**config.mk**
```make
export PLATFORM = sky130hd
export DESIGN_NAME = pattern_serializer
export DESIGN_NICKNAME = d
export VERILOG_FILES = /design/src/rtl/pattern_serializer.sv
export SDC_FILE = /design/constraint.sdc
export NUM_CORES = 1
export LEC_CHECK = 0
export CORE_MARGIN = 2
export CORE_UTILIZATION = 47
export DETAILED_ROUTE_END_ITERATION = 7
export GPL_TIMING_DRIVEN = 0
export PLACE_DENSITY = 0.78
export SLEW_MARGIN = 20
export SYNTH_ARGS = -nofsm -noshare
export SYNTH_HDL_FRONTEND = slang
export SYNTH_SLANG_ARGS = --single-unit
```
**constraint.sdc**
```tcl
create_clock -name clk -period 1.82 [get_ports clk]
set_input_delay 0.546 -clock clk [delete_from_list [all_inputs] [get_ports clk]]
set_output_delay 0.546 -clock clk [all_outputs]
set_load 0.005 [all_outputs]
```
**src/rtl/pattern_serializer.sv**
```systemverilog
// pattern_serializer: parallel-to-serial front end for the state_pattern detector.
// Accepts a WIDTH-bit word on a load/ready handshake and shifts it out on X,
// holding every bit for BIT_CYCLES clocks. A load accepted on the last clock of a
// word chains the next word directly behind it, so the bit stream has no gaps.
module pattern_serializer #(
  parameter int unsigned WIDTH      = 8,
  parameter int unsigned BIT_CYCLES = 1,
  parameter bit          MSB_FIRST  = 1'b1,
  parameter bit          IDLE_BIT   = 1'b0
) (
  input  logic             clk,
  input  logic             reset,
  input  logic [WIDTH-1:0] data_in,
  input  logic             load,
  output logic             ready,
  output logic             X,
  output logic             bit_valid,
  output logic             frame_done
);

  localparam int unsigned BIT_CNT_W = $clog2(WIDTH);
  localparam int unsigned CYC_CNT_W = (BIT_CYCLES > 1) ? $clog2(BIT_CYCLES) : 1;
  localparam logic [BIT_CNT_W-1:0] LAST_BIT = BIT_CNT_W'(WIDTH - 1);
  localparam logic [CYC_CNT_W-1:0] LAST_CYC = CYC_CNT_W'(BIT_CYCLES - 1);

  typedef enum logic {
    IDLE  = 1'b0,
    SHIFT = 1'b1
  } state_t;

  state_t               state, state_n;
  logic [WIDTH-1:0]     shreg, shreg_n;
  logic [BIT_CNT_W-1:0] bit_cnt, bit_cnt_n;
  logic [CYC_CNT_W-1:0] cyc_cnt, cyc_cnt_n;
  logic                 x_n, bit_valid_n, frame_done_n;
  logic                 word_end;
  logic                 accept;

  // Last clock of the last bit: the slot where the next word may chain in.
  assign word_end = (state == SHIFT) && (bit_cnt == LAST_BIT) && (cyc_cnt == LAST_CYC);
  assign ready    = reset && ((state == IDLE) || word_end);
  assign accept   = load && ready;

  // Next-state, datapath and output decode.
  always_comb begin
    state_n     = state;
    shreg_n     = shreg;
    bit_cnt_n   = bit_cnt;
    cyc_cnt_n   = cyc_cnt;
    x_n         = X;
    bit_valid_n = bit_valid;

    if (accept) begin
      state_n     = SHIFT;
      shreg_n     = data_in;
      bit_cnt_n   = '0;
      cyc_cnt_n   = '0;
      bit_valid_n = 1'b1;
      x_n         = MSB_FIRST ? data_in[WIDTH-1] : data_in[0];
    end else if (state == SHIFT) begin
      if (cyc_cnt != LAST_CYC) begin
        cyc_cnt_n = cyc_cnt + CYC_CNT_W'(1);
      end else if (bit_cnt != LAST_BIT) begin
        cyc_cnt_n = '0;
        bit_cnt_n = bit_cnt + BIT_CNT_W'(1);
        if (MSB_FIRST) begin
          shreg_n = {shreg[WIDTH-2:0], 1'b0};
          x_n     = shreg[WIDTH-2];
        end else begin
          shreg_n = {1'b0, shreg[WIDTH-1:1]};
          x_n     = shreg[1];
        end
      end else begin
        state_n     = IDLE;
        bit_cnt_n   = '0;
        cyc_cnt_n   = '0;
        x_n         = IDLE_BIT;
        bit_valid_n = 1'b0;
      end
    end

    frame_done_n = (state_n == SHIFT) && (bit_cnt_n == LAST_BIT) && (cyc_cnt_n == LAST_CYC);
  end

  // State and output registers with synchronous active-low reset.
  always_ff @(posedge clk) begin
    if (!reset) begin
      state      <= IDLE;
      shreg      <= '0;
      bit_cnt    <= '0;
      cyc_cnt    <= '0;
      X          <= IDLE_BIT;
      bit_valid  <= 1'b0;
      frame_done <= 1'b0;
    end else begin
      state      <= state_n;
      shreg      <= shreg_n;
      bit_cnt    <= bit_cnt_n;
      cyc_cnt    <= cyc_cnt_n;
      X          <= x_n;
      bit_valid  <= bit_valid_n;
      frame_done <= frame_done_n;
    end
  end

endmodule

```
==> metrics.md, run 1 <==
| Metric | Value |
|---|---|
| Outcome | `complete, but fails checks` |
| Failing checks | `negative setup slack` |
| Leak | `0.3534 nW` |
| Die area | `1825 µm²` |
| Final WL | `1.644 mm` |
| Mapped Cells | `80` |
| Combinational Power Share | `0.178` |
| Pin count of the biggest net entering global routing | `11` |
| Clk pwr share | `0.292` |
| Number of global-route vias before repair | `614` |
| # hold bufs at CTS | `0` |
| Crit path max fanout | `4` |
| CP Launch Type | `register` |
| Die height | `42.72 µm` |
| First-pass iteration count of the detailed router | `4` |
| Final net count | `116` |
| Yosys cell types | `27` |
| Post-synth ARST share | `0` |
| First-pass GRT wire length | `2.677 mm` |
| Seq. cell area | `305.3 µm²` |
| CTS tree | `yes` |
| Insertion delay to the later sink of the worst-skew pair | `0.29 ns` |
| P per Cell Area | `704.3 nW/µm²` |
| Reg power frac | `0.529` |
| Worst path cell trace | `ha_4 > ha_4 > nand2b_4 > a21oi_2 > buf_2` |
| CTS H-tree depth | `1` |
| Synth top area cells | `dfxtp_1 43%, a21oi_1 7.1%, nand2_1 4.8%` |
| TNS Setup | `-0.01926 ns` |
| IO buf count | `14` |
| Rows | `13` |
| Synthesized net count | `93` |
| Clk root buf | `clkbuf_4` |
| Worst-case clock buffer depth | `2` |
| YS warnings | `0` |
| Setup Skew | `0.004627 ns` |
| DRT iter0 DRCs | `33` |
| RePlAce Congestion | `0.7035` |
| Slowest CP cell | `dfxtp_4` |
| Total track usage | `0.1954` |
| Clock Sinks | `15` |
| Placed instance count | `109` |
| Gr ovfl total | `0` |
| Layout fillers | `114` |
| Total chip power | `0.6733 mW` |
| Top delay family on crit path | `flip-flops` |
| Count leader, synth | `dfxtp_1` |
| Primary FF master, synth | `dfxtp_1` |
| CTS Buf Count | `3` |
| Filler-free cell count of the finished design | `117` |
| Initial Utilization | `0.5218` |
| Switching share of power | `0.2705` |
| Ratio of cells with drive above 1 in the final layout | `0.2549` |
| Initial antenna violation count | `0` |
| Antenna Diode Count | `0` |
| Number of flops mapped to enable cells by yosys | `0` |
| DRC | `0` |
| Clock slew seen by the registers of the worst setup and hold paths | `0.10 ns` |
| Maximum VDD drop | `452.7 µV` |
| Core area | `1350 µm²` |
| Final Core Density | `0.7081` |
| Synth cell count leaders | `15 x dfxtp_1, 10 x a21oi_1, 9 x nand2_1` |
| Antenna viol nets, final | `0` |
| Layout overhead on the synthesized area | `35.70%` |
| Internal power | `0.4911 mW` |
| Type of the most critical hold path | `reg -> reg` |
| Tcrit/Tclk final | `1.011` |
| Worst Path Required | `1.27 ns` |
| Post-layout minimum cycle time | `1.839 ns` |
| Largest area contributor in the netlist | `dfxtp_1` |
| Arrival time worst endpoint | `1.29 ns` |
| Net Sw Power | `0.1821 mW` |
| Crit end category | `primary output` |
| WL per Instance | `14.05 µm` |
| Worst slew margin | `0.7172` |
| Slew Viols, Final | `0` |
| Post-Place Cell Area | `863.3 µm²` |
| Max-cap violation count | `0` |
| F_max | `543.7 MHz` |
| Most frequent CP cell | `ha_4` |
| RSZ-0062 raised after global routing | `true` |
| Total vias in the final route | `683` |
| Multi-input gate area | `406.6 µm²` |
| Synthesized cell area | `704.4 µm²` |
| Setup violators final | `1` |
| Die width | `42.72 µm` |
| Sequential element share of the synthesized area | `0.4263` |
| Worst Path Buf+Inv | `1` |
| Mapped Avg Cell Area | `8.805 µm²` |
| Yosys reg bits | `15` |
| Cell area after layout | `955.9 µm²` |
| Top-Level Pins | `15` |
| Final WS setup | `-0.01926 ns` |
| Dpl hpwl | `1.074 mm` |
| Fin. Hold Viols | `0` |
| Vias per cell | `5.838` |
| Slowest stage delay, CP | `0.37 ns` |
| Synth top area share | `0.4263` |
| Kind of critical path | `reg -> out` |
| Slew at the pin closest to its max-slew limit | `0.4226 ns` |
-- registers in the layout (all words and copies together) (netlist names) --
signal / cells
bit_valid: 1
bit_cnt: 3
state: 1
shreg: 7
X: 1
frame_done: 1
cyc_cnt: 1
-- metrics by stage --
stage,hold WS [ns],setup WS (ns)
2_1_floorplan,0.4479,0.2473
4_1_cts,0.4746,0.02734
3_3_place_gp,0.4543,-0.8993
6_report,0.4747,-0.01926
3_5_place_dp,0.4593,-0.9246
5_1_grt,0.4921,-0.04948
-- cell families (layout without fill, tap and decap cells) --
group                    Yosys count  after routing  synth area share
AND/OR/NAND/NOR                   31             31            0.2469
AO/OA/AOI/OAI                     25             25            0.2273
flip-flops                        15             15            0.4263
buffers and inverters              5             27           0.03729
adder cells (fa/ha/maj)            2              2           0.03552
XOR/XNOR                           1              1           0.01244
multiplexers                       1              1           0.01421
-- per-layer routing --
metal	up-vias	GRT usage	wire, µm
met1	319	0.2336	726
met4	0	0.1250	40
met5	-	0	0
met3	7	0.02979	80
met2	25	0.3212	796
li1	332	-	-
-- power by group through the flow --
stage / registers (mW) / logic [mW] / clock network, mW
after CTS: 0.356 / 0.118 / 0.205
after floorplan: 0.363 / 0.0643 / 0
after global placement: 0.364 / 0.109 / 0
after global routing: 0.358 / 0.130 / 0.220
after detailed placement: 0.365 / 0.112 / 0
final: 0.356 / 0.120 / 0.197
-- cells in the final DEF, fill, tap and decap left out, types with 2 or more instances in the layout --
cell,Yosys,routed
dfxtp_1,15,13
clkdlybuf4s50_1,0,12
a21oi_1,10,9
nand2_1,9,9
nor2_1,7,7
buf_4,2,6
nand3_1,6,6
o21ai_0,5,5
a22oi_1,4,4
clkbuf_4,0,3
a31oi_1,2,2
inv_1,2,2
ha_4,0,2
-- worst min-delay path: stages, from the launching register on --
cell and delay [ns]:
dfxtp_1 0.32, nand3_1 0.06, a21oi_1 0.05
-- final cells by class --
type,instances,area share
Sequential cell,15,0.3194
Multi-Input combinational cell,60,0.4254
Inverter,3,0.01702
Tap cell,15,0.01963
Clock inverter,1,0.005236
Timing Repair Buffer,18,0.1741
Clock buffer,3,0.02356
Buffer,2,0.01571
-- final timing paths --
kind | startpoint | end | slack, ns | cells after the start
min reg2reg | shreg[5] | shreg[5] | 0.47 | 2
max | bit_cnt[0] | ready | -0.02 | 5
min | shreg[5] | shreg[5] | 0.47 | 2
max reg2reg | bit_cnt[0] | shreg[4] | 0.17 | 7
-- repair_timing --
action                                  4_1_cts  5_1_grt
pin swaps                                     1        0
gates resized for setup                      17        0
buffers inserted                              4        0
endpoints found under the setup margin        1        1
(Power assumes the default switching activity.)
==> inputs of run 2 (changes only) <==
--- a/config.mk
+++ b/config.mk
@@ -5,10 +5,10 @@
 export SDC_FILE = /design/constraint.sdc
 export NUM_CORES = 1
 export LEC_CHECK = 0
+export CORE_ASPECT_RATIO = 0.9
 export CORE_MARGIN = 2
 export CORE_UTILIZATION = 47
 export DETAILED_ROUTE_END_ITERATION = 7
-export GPL_TIMING_DRIVEN = 0
 export PLACE_DENSITY = 0.78
 export SLEW_MARGIN = 20
 export SYNTH_ARGS = -nofsm -noshare
==> run 2 against run 1 <==
Effect of this change:
- the flow now finishes without violations
- clock power is essentially flat
- die area is essentially flat
- first-iteration DRC count grew 6.1%
- clock-buffer cell count stayed put
- worst setup slack improved by 0.057 ns
- final cell count rose by 3.4%
- register-to-register slack improved by 0.06 ns
- sequential power hardly changed
- via count up 3.8%
- global-route usage increased by 1.0 points
- sequential cell count did not move
- largest cell class unchanged
==> metrics.md, run 2 (synthesis gave the netlist of run 1 again) <==
| Metric | Value |
|---|---|
| Outcome | `finished, final reports clean` |
| Final net count | `120 (+3.4%)` |
| Crit path max fanout | `2 (-2)` |
| Most frequent cells in the layout | `13 x dfxtp_1, 12 x clkdlybuf4s50_1, 10 x buf_4` |
| Reg power frac | `0.526 (-0.003)` |
| Core area | `1431 µm² (+6.0%)` |
| Worst Path Required | `1.27 ns (about the same)` |
| Setup violators final | `0 (-1)` |
| Critical path startpoint | `bit_cnt[1]` |
| Net Sw Power | `0.1808 mW (-0.74%)` |
| Worst slew margin | `0.7149 (-0.002294)` |
| Seq. cell area | `302.8 µm² (-0.82%)` |
| Rows | `13 (unchanged)` |
| Die width | `44.81 µm (+4.9%)` |
| Placed instance count | `117 (+7.3%)` |
| Setup Skew | `0.01465 ns (+0.01002 ns)` |
| Crit end category | `primary output` |
| P per Cell Area | `692.1 nW/µm² (-1.7%)` |
| Biggest regs | `shreg x7, bit_cnt x3` |
| Switching share of power | `0.2666 (-0.003878)` |
| Vias per cell | `5.860 (+0.38%)` |
| Ratio of cells with drive above 1 in the final layout | `0.2736 (+0.01868)` |
| Layout fillers | `122 (+7.0%)` |
| Worst-case clock buffer depth | `2 (unchanged)` |
| Max-cap violation count | `0 (unchanged)` |
| Maximum VDD drop | `652.8 µV (+44%)` |
| Initial Utilization | `0.4921 (-0.02965)` |
| Multi-input gate area | `406.6 µm² (unchanged)` |
| CTS H-tree depth | `1 (unchanged)` |
| Slew at the pin closest to its max-slew limit | `0.4260 ns (+0.003429 ns)` |
| Filler-free cell count of the finished design | `121 (+3.4%)` |
| Clk root buf | `clkbuf_4` |
| Type of the most critical hold path | `reg -> reg` |
| Die height | `40.73 µm (-4.7%)` |
| Combinational Power Share | `0.185 (+0.007)` |
| Final WS setup | `0.03778 ns (+0.05704 ns)` |
| RePlAce Congestion | `0.7216 (+2.6%)` |
| Post-layout minimum cycle time | `1.782 ns (-0.05704 ns)` |
| Antenna Diode Count | `0 (unchanged)` |
| Top-Level Pins | `15 (unchanged)` |
| First-pass iteration count of the detailed router | `6 (+2)` |
| Place WS | `-0.4533 ns (+0.4713 ns)` |
| Final WL | `1.737 mm (+5.7%)` |
| Hold path start | `shreg[0]` |
| Total chip power | `0.6780 mW (+0.70%)` |
| First-pass GRT wire length | `2.580 mm (-3.6%)` |
| Die area | `1825 µm² (about the same)` |
| Clk pwr share | `0.289 (-0.003)` |
| DRC | `0 (unchanged)` |
| Leak | `0.3686 nW (+4.3%)` |
| Worst reg2reg path startpoint | `bit_cnt[1]` |
| Number of global-route vias before repair | `594 (-3.3%)` |
| Arrival time worst endpoint | `1.24 ns (-0.05 ns)` |
| Total vias in the final route | `709 (+3.8%)` |
| Initial antenna violation count | `0 (unchanged)` |
| Tcrit/Tclk final | `0.9792 (-0.03134)` |
| Internal power | `0.4972 mW (+1.2%)` |
| Insertion delay to the later sink of the worst-skew pair | `0.29 ns (about the same)` |
| Kind of critical path | `reg -> out` |
| DRT iter0 DRCs | `35 (+6.1%)` |
| IO buf count | `14 (unchanged)` |
| CTS tree | `yes` |
| Dpl hpwl | `1.210 mm (+13%)` |
| Fin. Hold Viols | `0 (unchanged)` |
| Clock slew seen by the registers of the worst setup and hold paths | `0.10 ns (about the same)` |
| Total track usage | `0.2057 (+0.01032)` |
| Pin count of the biggest net entering global routing | `13 (+2)` |
| Most common cell after layout, fill and taps aside | `dfxtp_1` |
| Max reg flops | `7 (unchanged)` |
| WL per Instance | `14.36 µm (+2.2%)` |
| Layout overhead on the synthesized area | `39.08%` |
| Antenna viol nets, final | `0 (unchanged)` |
| CP Launch Type | `register` |
| Gr ovfl total | `0 (unchanged)` |
| CTS Buf Count | `3 (unchanged)` |
| RSZ-0062 raised after global routing | `true` |
| # hold bufs at CTS | `0 (unchanged)` |
| Top reg by flops | `shreg` |
| Clock Sinks | `15 (unchanged)` |
| Slew Viols, Final | `0 (unchanged)` |
| F_max | `561.1 MHz (+3.2%)` |
==> run 2: changes by cell type in the layout (fill, tap and decap cells not counted) <==
cell,change
clkdlybuf4s15_2,-1
dfxtp_4,-1
clkinv_4,-1
buf_4,+4
dlygate4sd2_1,+1
dfxtp_2,+1
clkinvlp_4,+1
==> run 2: power groups by stage <==
stage | clock [mW] | combinational (mW) | sequential, mW
global placement | 0 | 0.119 | 0.362
global route | 0.216 | 0.135 | 0.359
floorplan | 0 | 0.0643 | 0.363
detailed placement | 0 | 0.122 | 0.363
CTS | 0.203 | 0.123 | 0.357
finish | 0.196 | 0.125 | 0.357
==> run 2: through the flow <==
stage / util / TNS [ns] / hold slack, ns / area, µm²
4_1_cts: 0.6818 / 0 / 0.4820 / 975.9
5_1_grt: 0.6844 / -0.03808 / 0.4927 / 979.7
2_1_floorplan: - / 0 / 0.4479 / 704.4
3_3_place_gp: 0.6451 / -0.4761 / 0.4540 / 923.4
6_report: 0.6844 / 0 / 0.4792 / 979.7
3_5_place_dp: 0.6451 / -0.4533 / 0.4678 / 923.4
==> run 2: worst paths after layout <==
path         endpoint  slack [ns]  depth (start not counted)
max             ready        0.04                          5
min          shreg[1]        0.48                          2
min reg2reg  shreg[1]        0.48                          2
max reg2reg  shreg[2]        0.23                          7
==> run 2: repair_timing <==
action | 4_1_cts | 5_1_grt
pin swaps | 0 | 2
buffers inserted | 0 | 0
endpoints found under the setup margin | 1 | 1
resized for setup | 12 | 1
==> run 2: final cells by class <==
cell class | count | share of cell area
tap | 15 | 0.01916
clock inverter | 1 | 0.007663
sequential | 15 | 0.3091
timing repair buffer | 24 | 0.2133
inverter | 3 | 0.01277
multi-input combinational | 60 | 0.4151
clock buffer | 3 | 0.02299
==> run 2: worst max-delay path: stages, from the launching register on <==
cell	delay, ns
dfxtp_2	0.37
ha_4	0.15
ha_4	0.14
nand2b_4	0.06
a21oi_2	0.11
buf_2	0.12
==> run 2: per-layer routing <==
metal	up-vias	track usage	share of wire
li1	340	-	-
met1	337	0.2447	0.42
met3	2	0.06608	0.052
met2	30	0.3551	0.52
met4	0	0.07353	0.0069
met5	-	0	0
==> edit 1: new RTL, config.mk and constraints of run 1 <==
Make the reset (`reset`) asynchronous in one clocked block. Comments in the files are not updated.
--- a/src/rtl/pattern_serializer.sv
+++ b/src/rtl/pattern_serializer.sv
@@ -84,5 +84,5 @@
 
   // State and output registers with synchronous active-low reset.
-  always_ff @(posedge clk) begin
+  always_ff @(posedge clk or negedge reset) begin
     if (!reset) begin
       state      <= IDLE;
Function: differs if reset is asserted again (counterexample within 4 cycles, from zero or initial values and one cycle with reset low); with reset held inactive, the same outputs for 10 cycles.
==> edit 1 against run 1 <==
  * The run still ends with setup timing left
  * Core utilization up 1.1 points
  * Synthesized area up 8.9%
  * Wire length down 8.4%
  * Sequential cell count unchanged
  * Cell area up 15%
  * Sequential share of layout area up 2.3 points
  * Via count down 20%
  * Setup slack worse by 0.29 ns
  * First-iteration DRC count down 91%
  * Clock skew up 0.0035 ns
  * Critical path type unchanged
  * Highest routed layer unchanged
Power is not compared: it rests on default switching activity, and its combinational part moved more than twofold at a synthesized area within 25%.
==> edit 1: results <==
set metrics [dict create \
    result_of_the_run "finished, violations left" \
    violations "setup timing" \
    post-cts-setup-buffers 8 \
    filler_cell_count 109 \
    timing_worst_slew_pin_value_ns 0.4774 \
    met2_length_um 763 \
    timing.hold.worst.class "input port to async pin" \
    worst_path_max_delay_cell "sky130_fd_sc_hd__dfrtp_1" \
    reg2reg_setup_slack_ns -0.21 \
    yosys-mux-area-fraction_pct 26.92 \
    syn_nets 69 \
    num-nets-final 99 \
    cp_data_arrival_time_ns 1.58 \
    setup_violations 7 \
    largest_fanout_on_the_critical_path 2 \
    hpwlAfterDp_um 872.3 \
    route.layer.met1.wl_um 665 \
    grt_usage_pct 17.87 \
    detailedRoute.firstPassIterationCount 2 \
    timing.rr.end "shreg[1]" \
    totalNegativeSetupSlack_ns -1.422 \
    async_reset_ff_share_pct 100.0 \
    ys_top_cells_by_area "sky130_fd_sc_hd__dfrtp_1 (49%), sky130_fd_sc_hd__mux2_1 (10%), sky130_fd_sc_hd__mux2_2 (8.8%), sky130_fd_sc_hd__mux2i_1 (3.9%), sky130_fd_sc_hd__mux2_4 (3.9%)" \
    drt_iter0_markers 3 \
    post_cts.resized_instances 16 \
    gp_congestion 0.7020 \
    smallest_setup_slack_after_layout_ns -0.3062 \
    met3_length_um 61 \
    max_stage_delay_ns 0.41 \
    cp_top_family "simple AND/OR/NAND/NOR gates" \
    vias_in_the_first_global_route 523 \
    synth_seq_area_share_pct 48.94 \
]
## edit 1: changes by cell type after synthesis, moves of 4 or more
cell                             run 1  this run
sky130_fd_sc_hd__nand3_1             6         1
sky130_fd_sc_hd__a21oi_1            10         0
sky130_fd_sc_hd__mux2_1              0         7
sky130_fd_sc_hd__nor2_1              7         3
sky130_fd_sc_hd__a22oi_1             4         0
sky130_fd_sc_hd__nand2_1             9         2
sky130_fd_sc_hd__o21ai_0             5         0
sky130_fd_sc_hd__dfxtp_1            15         0
sky130_fd_sc_hd__mux2_2              0         6
sky130_fd_sc_hd__dfrtp_1             0        15
## edit 1: stage by stage
step	cell area [um^2]	hold slack (ns)	worst slack [ns]	cells
final	1096	0.2938	-0.3062	101
after floorplan	782.0	0.2504	0.003994	56
after CTS	1065	0.2948	-0.2823	98
after detailed placement	942.2	0.4713	-1.020	86
after global placement	942.2	0.4606	-1.016	86
after global routing	1096	0.3004	-0.3727	101
## edit 1: cell families after synthesis
| family | count (synthesis) |
|---|---|
| buffers and inverters | 2 |
| AND/OR/NAND/NOR | 15 |
| AO/OA/AOI/OAI | 3 |
| flip-flops | 15 |
| adder cells (fa/ha/maj) | 2 |
| XOR/XNOR | 1 |
| multiplexers | 18 |
## edit 1: routing by layer
layer  global-route usage, %  up-vias
met3                   3.673        2
met5                       0        -
met2                   28.24       12
li1                        -      260
met1                   24.01      271
met4                   7.273        0
## edit 1: layout make-up
class / instances / area [um^2] / share of cell area [%]
clock buffers: 3 / 22.52 / 2.055
repair buffers: 25 / 229.0 / 20.89
inverters: 1 / 3.754 / 0.3425
plain buffers: 1 / 11.26 / 1.027
well taps: 16 / 20.02 / 1.826
multi-input cells: 39 / 429.2 / 39.16
clock inverters: 1 / 5.005 / 0.4566
flip-flops and latches: 15 / 375.4 / 34.25
==> edit 2: new RTL, settings of run 1 <==
Without the edit above. Set the parameter `IDLE_BIT` to 1'b1 (it was 1'b0).
--- a/src/rtl/pattern_serializer.sv
+++ b/src/rtl/pattern_serializer.sv
@@ -7,5 +7,5 @@
   parameter int unsigned BIT_CYCLES = 1,
   parameter bit          MSB_FIRST  = 1'b1,
-  parameter bit          IDLE_BIT   = 1'b0
+  parameter bit          IDLE_BIT   = 1'b1
 ) (
   input  logic             clk,
Behaviour: not the same (a bounded check fails within 4 cycles, from zero or initial values and one cycle with reset low).
==> edit 2 against run 1 <==
  * Sequential cell count unchanged
  * Total power decreased by 1.5%
  * Setup slack improved by 0.074 ns
  * Synthesized area down 0.18%
  * Sequential share of layout area grew 0.25 points
  * Wire length fell by 5.0%
  * Cell area is 0.79% lower
  * First-iteration DRC count decreased by 70%
  * Critical path type unchanged
  * Highest routed layer unchanged
==> edit 2: results <==
set metrics [dict create \
    num-nets-final 116 \
    result_of_the_run "completed" \
    netlist-cell-type-count 28 \
    filler_cell_count 111 \
    largest_fanout_on_the_critical_path 2 \
    antenna_found_initial 0 \
    vias_in_the_first_global_route 600 \
    synth_compound_area_share_pct 21.17 \
    synthesis.area_per_instance_um2 8.790 \
    drt_iter0_markers 10 \
    synth.top_cells.by_count "sky130_fd_sc_hd__dfxtp_1 (15), sky130_fd_sc_hd__a21oi_1 (9), sky130_fd_sc_hd__nand2_1 (9), sky130_fd_sc_hd__nand3_1 (8), sky130_fd_sc_hd__nor2_1 (6)" \
    cp_data_arrival_time_ns 1.22 \
    gp_congestion 0.8458 \
    area_share_nonclk_buffers_pct 19.79 \
    nMultiInputCombCells 60 \
    ys.warnings.count 0 \
    detailedRoute.firstPassIterationCount 4 \
    grt_usage_pct 17.43 \
    area_taken_by_flip_flops_and_latches_um2 305.3 \
    routed_via_density 5.667 \
    number_of_diodes 0 \
    highest_ir_drop_seen_on_vdd_v 0.0004818 \
    h-tree-depth 1 \
    async_reset_ff_share_pct 0 \
    top_regs "shreg: 7 flops, bit_cnt: 3 flops" \
    synth_seq_area_share_pct 42.70 \
    clock_insertion_delay_worst_skew_ns 0.28 \
    numCtsBuffers 3 \
    layout-drive-gt1-share_pct 23.53 \
    dp_cells 109 \
    syn_nets 93 \
    post_synth_xor_area_fraction_pct 1.246 \
    cts.sink_count 15 \
    synth_fa_ha_area_share_pct 3.559 \
    timing_worst_slew_pin_value_ns 0.3964 \
    p_leak_uw 0.0003577 \
    yosys-mux-area-fraction_pct 1.423 \
    clock_tree.root_cell "sky130_fd_sc_hd__clkbuf_4" \
    multi_input_area_um2 401.6 \
    routed-via-count 663 \
    hpwlAfterDp_um 1016 \
    placeableCoreArea_um2 1350 \
    nNonClkBuffers 21 \
    skew_ns 0.01098 \
    per_cell_routed_wire_length_um 13.34 \
    clock_cell_area_share_pct 2.902 \
    ys_top_cells_by_area "sky130_fd_sc_hd__dfxtp_1 (43%), sky130_fd_sc_hd__a21oi_1 (6.4%), sky130_fd_sc_hd__nand3_1 (5.7%), sky130_fd_sc_hd__nand2_1 (4.8%), sky130_fd_sc_hd__a22oi_1 (4.3%)" \
    grt_max_degree 11 \
    cts.reportedPaths.clkPinSlew_ns 0.10 \
    max-clock-path-buffers 2 \
    inverters 2 \
    global_route_wire_length_before_repair_um 2442 \
    port_buffers 14 \
    timing.hold.worst.class "flop to flop" \
]
==> edit 2: path summary, 6_finish.rpt <==
kind	startpoint	endpoint	slack [ns]	depth (start not counted)
worst max-delay path	bit_cnt[0]	ready	0.05	5
worst min-delay path	shreg[6]	shreg[6]	0.48	2
worst max register to register	bit_cnt[0]	frame_done	0.22	7
worst min register to register	shreg[6]	shreg[6]	0.48	2
==> edit 2: worst max-delay path, stage by stage, from the launching register on <==
cell and delay, ns:
sky130_fd_sc_hd__dfxtp_4 0.37, sky130_fd_sc_hd__ha_4 0.14, sky130_fd_sc_hd__ha_4 0.14, sky130_fd_sc_hd__nand2b_4 0.05, sky130_fd_sc_hd__a21oi_2 0.13, sky130_fd_sc_hd__buf_2 0.13
==> edit 2: power by group <==
group	switching (uW)	internal (uW)	total, uW
combinational	56.5	62.6	119
clock	106	81.5	187
sequential	10.1	346	356
==> edit 2: metal layers <==
| metal | up-vias | track usage [%] | routed length (um) |
|---|---|---|---|
| met5 | - | 0 | 0 |
| met4 | 0 | 6.250 | 16 |
| met3 | 2 | 3.830 | 74 |
| met2 | 22 | 30.00 | 755 |
| met1 | 311 | 21.00 | 715 |
| li1 | 328 | - | - |
==> edit 2: kinds of logic after synthesis <==
kind of cell    after synthesis
buf+inv                       5
mux                           1
compound gates               24
xor+xnor                      1
fa+ha+maj                     2
simple gates                 32
flops                        15
==> edit 2: timing repair <==
item	CTS	global route
setup endpoints to repair	1	1
buffers inserted	3	1
pin swaps	0	1
gates resized for setup	15	1
==> edit 2: stage by stage <==
step                setup TNS, ns  setup WS [ns]  area, um^2
floorplan                       0         0.2199       703.2
global placement           -1.265        -0.6656       862.1
detailed placement         -1.473        -0.6541       862.1
CTS                             0        0.04159       945.9
global route            -0.004754      -0.004754       948.4
finish                          0        0.05425       948.4
